$ cat src/rtl/booth_pkg.sv
// Shared types for the iterative radix-4 Booth multiplier.
// Holds the FSM state, Booth digit encoding and the digit decoder.
package booth_pkg;

  typedef enum logic [1:0] {
    IDLE,
    RUN,
    DONE
  } state_t;

  typedef enum logic [2:0] {
    D_Z,
    D_P1,
    D_P2,
    D_M1,
    D_M2
  } digit_t;

  function automatic digit_t booth_decode(
    input logic [2:0] bits
  );
    digit_t d;
    d = D_Z;
    case (bits)
      3'b001, 3'b010: d = D_P1;
      3'b011:         d = D_P2;
      3'b100:         d = D_M2;
      3'b101, 3'b110: d = D_M1;
      default:        d = D_Z;
    endcase
    return d;
  endfunction

endpackage

$ cat src/rtl/booth_pp_sel.sv
// Booth partial-product operand select: 0, +-a or +-2a.
// Negation is one's complement here, the +1 leaves as adder carry-in.
module booth_pp_sel
  import booth_pkg::*;
#(
  parameter int N = 8
) (
  input  logic [N-1:0] a,
  input  digit_t       digit,
  output logic [N+1:0] op,
  output logic         cin
);

  logic [N+1:0] a1;
  logic [N+1:0] a2;

  // N+2 bits so that -2a of the most negative a still fits
  assign a1 = {{2{a[N-1]}}, a};
  assign a2 = {a1[N:0], 1'b0};

  always_comb begin
    op  = '0;
    cin = 1'b0;
    case (digit)
      D_P1: op = a1;
      D_P2: op = a2;
      D_M1: begin
        op  = ~a1;
        cin = 1'b1;
      end
      D_M2: begin
        op  = ~a2;
        cin = 1'b1;
      end
      default: begin
        op  = '0;
        cin = 1'b0;
      end
    endcase
  end

endmodule

$ cat src/rtl/booth_seq_ctrl.sv
// Iterative signed radix-4 Booth multiplier, one digit per cycle.
// Optional EARLY_TERM_EN: stop as soon as all remaining digits are zero.
module booth_seq_ctrl
  import booth_pkg::*;
#(
  parameter int N = 8
) (
  input  logic           clk,
  input  logic           rst_n,
  input  logic           in_valid,
  output logic           in_ready,
  input  logic [N-1:0]   in_a,
  input  logic [N-1:0]   in_b,
  output logic           out_valid,
  input  logic           out_ready,
  output logic [2*N-1:0] out_p,
  output logic           busy
);

  localparam int CNT_W = $clog2(N/2+1);
  localparam int HALF  = N / 2;
  localparam logic [CNT_W-1:0] LAST =
    CNT_W'(HALF - 1);

  state_t state_q, state_d;

  logic [N-1:0]     a_q, a_d;
  logic [N-1:0]     b_q, b_d;
  logic [2*N:0]     acc_q, acc_d;
  logic [CNT_W-1:0] cnt_q, cnt_d;
  logic             zin_q, zin_d;
  logic [2*N-1:0]   p_q, p_d;

  digit_t         digit;
  logic [N+1:0]   op;
  logic           cin;
  logic [N+1:0]   hi;
  logic [N+1:0]   sum;
  logic [2*N+1:0] wide;
  logic [2*N:0]   shifted;
  logic           early;

  assign digit = booth_decode({b_q[1:0], zin_q});

  booth_pp_sel #(
    .N(N)
  ) u_pp_sel (
    .a    (a_q),
    .digit(digit),
    .op   (op),
    .cin  (cin)
  );

  assign hi   = {acc_q[2*N], acc_q[2*N:N]};
  assign sum  = hi + op + {{(N+1){1'b0}}, cin};
  assign wide = {sum, acc_q[N-1:0]};

`ifdef EARLY_TERM_EN
  int shamt;

  // b holds sign copies above its live bits, so this covers all of b
  assign early = (&b_q[N-1:1]) | ~(|b_q[N-1:1]);

  always_comb begin
    shamt = 2;
    if (early) begin
      shamt = 2 * (HALF - int'(cnt_q));
    end
  end

  assign shifted =
    (2*N+1)'($signed(wide) >>> shamt);
`else
  assign early = 1'b0;
  assign shifted =
    (2*N+1)'($signed(wide) >>> 2);
`endif

  always_comb begin
    state_d = state_q;
    a_d     = a_q;
    b_d     = b_q;
    acc_d   = acc_q;
    cnt_d   = cnt_q;
    zin_d   = zin_q;
    p_d     = p_q;
    unique case (state_q)
      IDLE: begin
        if (in_valid) begin
          a_d     = in_a;
          b_d     = in_b;
          acc_d   = '0;
          cnt_d   = '0;
          zin_d   = 1'b0;
          state_d = RUN;
        end
      end
      RUN: begin
        acc_d = shifted;
        b_d   = {{2{b_q[N-1]}}, b_q[N-1:2]};
        zin_d = b_q[1];
        cnt_d = cnt_q + 1'b1;
        if (cnt_q == LAST || early) begin
          p_d     = shifted[2*N-1:0];
          state_d = DONE;
        end
      end
      DONE: begin
        if (out_ready) begin
          state_d = IDLE;
        end
      end
      default: state_d = IDLE;
    endcase
  end

  always_ff @(posedge clk or negedge rst_n) begin
    if (!rst_n) begin
      state_q <= IDLE;
      a_q     <= '0;
      b_q     <= '0;
      acc_q   <= '0;
      cnt_q   <= '0;
      zin_q   <= 1'b0;
      p_q     <= '0;
    end else begin
      state_q <= state_d;
      a_q     <= a_d;
      b_q     <= b_d;
      acc_q   <= acc_d;
      cnt_q   <= cnt_d;
      zin_q   <= zin_d;
      p_q     <= p_d;
    end
  end

  assign in_ready  = (state_q == IDLE);
  assign out_valid = (state_q == DONE);
  assign busy      = (state_q != IDLE);
  assign out_p     = p_q;

endmodule

$ cat config.mk
export PLATFORM = sky130hd
export DESIGN_NAME = booth_seq_ctrl
export DESIGN_NICKNAME = d
export VERILOG_FILES = /design/src/rtl/booth_pkg.sv /design/src/rtl/booth_pp_sel.sv /design/src/rtl/booth_seq_ctrl.sv
export SDC_FILE = /design/constraint.sdc
export NUM_CORES = 1
export LEC_CHECK = 0
export CAP_MARGIN = 10
export CORE_UTILIZATION = 33
export CTS_BUF_LIST = sky130_fd_sc_hd__clkbuf_16
export DETAILED_ROUTE_END_ITERATION = 7
export GPL_TIMING_DRIVEN = 0
export PLACE_DENSITY_LB_ADDON = 0.15
export REMOVE_ABC_BUFFERS = 1
export SYNTH_ARGS = -nofsm -noshare
export SYNTH_HDL_FRONTEND = slang
export SYNTH_SLANG_ARGS = --single-unit
$ cat constraint.sdc
create_clock -name clk -period 3.4 [get_ports clk]
set_input_delay 0.68 -clock clk [delete_from_list [all_inputs] [get_ports clk]]
set_output_delay 0.68 -clock clk [all_outputs]
set_load 0.03 [all_outputs]
==> results.md <==
* Setup violations, final at 0
* Post-synth top cells: 52 x dfrtp_1, 34 x o21ai_0, 32 x nand2_1, 21 x nand3_1, 16 x mux2_2
* DP HPWL at 3510 um
* Library cells used by synthesis at 40
* Seq/Total Area, Yosys at 48.9%
* WP data arrival at 3220 ps
* Post-Layout Inst Area at 0.00328 sq mm
* CTS Buffer Depth at 2
* Max Clock Freq at 0.324 GHz
* Mapped cell area at 0.00266 sq mm
* Hold Crit Class: in -> async
* Number of warning messages in the yosys log at 0
* Vias per std cell at 4.85
* Top-area cell type share of the netlist area at 48.9%
* Final Cycle Share at 90.8%
* Pin count of the biggest net entering global routing at 36
* Slowest cell on the critical path: dfrtp_1
* Final critical-path required period at 3090 ps
* EDFF count, synth at 0
* R2R cell count at 10
* Port Buffers at 38
* CTS Buf Count at 5
* Max-cap violations at 0
* Initial antenna violation count at 0
* GRT Residual Overflow at 0
* Antenna viol nets, final at 0
* Ant. Diodes at 0
* Crit-path max FO at 17
* RSZ-0062 raised after global routing: false
* Die H at 91.8 um
* Row count at 32
* Skew final at 8.21 ps
* Die area at 0.00842 sq mm
* CP startpoint kind: flop
* Critical path cell sequence: a21oi_1 -> o22ai_1 -> a31oi_1 -> fa_1 -> fa_1 -> a211oi_2 -> o21bai_1 -> a21oi_1 -> xor2_1 -> o21ai_0
* Slew HR at 30.9%
* Syn_area_per_cell at 10.4 sq um
* #FFs+latches synth at 52
* Crit path required time at 3530 ps
* First-pass GRT wire length at 8820 um
* Core area at 0.00777 sq mm
* Clock Tree Root: clkbuf_16
* Slew Limit Fails at 0
* Worst-Margin Slew at 1040 ps
* Reg2reg end: acc_q[12]
* Vias at 1903
* Run status: completed
* CP max stage delay at 730 ps
* Post-Route WL at 5000 um
* Final Wtd Congestion at 0.785
* Clk slew on worst S/H paths at 70 ps
* Primary FF master, synth: dfrtp_1
* Critical Path Sink Type: flop
* Number of nets in the layout at 321
* R2R setup slack at 310 ps
* Top-count cell post-synth: dfrtp_1
* Classification of the worst setup path: reg -> reg
* Die width at 91.8 um
* GRT Overall Usage at 13.3%
* Sink Count at 52
* Initial drt markers at 95
* Initial Util at 34.2%
* Hold-fix buffers, CTS at 0
* Drt pass-1 iters at 4
* # DRC at 0
* Final Hold Fails at 0
* Area grow syn2layout at 23.3%
* H-tree Lvls at 2
* Yosys top cell by area: dfrtp_1
* Async set-reset flop share out of synthesis at 100%
* Top post-synthesis cells by area: dfrtp_1 49%, mux2_2 6.8%, o21ai_0 6.4%
* Vias in the first global route at 1866
* Worst r2r src: b_q[1]
* Synth Instances at 255
* Share of layout cells above drive strength 1 at 12.1%
* Routed len/inst at 12.8 um
* CTS tree: built
* Gates resized, CTS repair at 0
* Num ports at 39
* Clock Latency Late Sink at 290 ps
* # Post-CTS Setup Buffers at 0
* DP Area at 0.00313 sq mm
-- cell families (layout without fill, tap and decap cells) --
family / count (synthesis) / count (layout) / synth area share (%)
xor+xnor: 15 / 15 / 4.94
buf+inv: 18 / 53 / 2.87
simple gates: 71 / 71 / 12.3
fa+ha+maj: 12 / 12 / 6.21
mux: 23 / 23 / 9.46
compound gates: 64 / 64 / 15.2
flops: 52 / 52 / 48.9
-- routing by layer --
layer / global-route usage [%] / part of all wire [%]
met1: 17.8 / 50
met2: 20.4 / 45
met3: 3.48 / 2.6
met4: 5.47 / 1.8
met5: 0 / 0
-- per-stage QoR --
step                setup WS (ps)  utilization (%)  hold slack, ps  TNS, ps  cells
finish                        313             42.2             341        0    392
global route                  127             42.2             372        0    392
CTS                           305             42.2             364        0    392
detailed placement            322             40.3             465        0    384
global placement            -10.3             40.1             468     -340    383
floorplan                     683                -             384        0    243
-- registers in the layout, summed over array words and instances (netlist names) --
| register | cells |
|---|---|
| a_q | 8 |
| cnt_q | 3 |
| state_q | 2 |
| out_p | 16 |
| acc_q | 14 |
| b_q | 8 |
| zin_q | 1 |
-- cell usage in the layout, fill, tap and decap left out, types with 3 or more instances in the layout --
cell,n
xor2_1,13
clkbuf_16,5
nand2b_1,3
mux2i_1,6
nor2_1,5
inv_1,5
dfrtp_1,52
mux2_2,16
a21oi_1,8
clkdlybuf4s50_1,37
nand3_1,21
o21ai_0,34
ha_1,10
a22oi_1,6
nand2_1,32
-- worst max path at each step --
stage	cells after the start	endpoint	start
CTS	10	acc_q[12]	b_q[1]
detailed placement	10	acc_q[14]	b_q[1]
global placement	1	out_p[13]	rst_n
floorplan	10	acc_q[14]	b_q[1]
finish	10	acc_q[12]	b_q[1]
global route	10	acc_q[12]	b_q[1]
-- cell type report --
cell class	instances	area, sq um
timing repair buffer	39	395
sequential	52	1300
fill	778	4490
tap	102	128
clock buffer	5	125
multi-input combinational	185	1280
clock inverter	3	25.0
inverter	6	22.5
-- worst max-delay path: cells and delay by family, from the launching register on --
family,cells,cell delay (ps)
compound gates,7,1050
xor+xnor,1,200
flops,1,730
fa+ha+maj,2,940
Power is left out: the tool's default activity adds up to more than one toggle a clock period on the data nets, which glitch-free logic cannot reach.
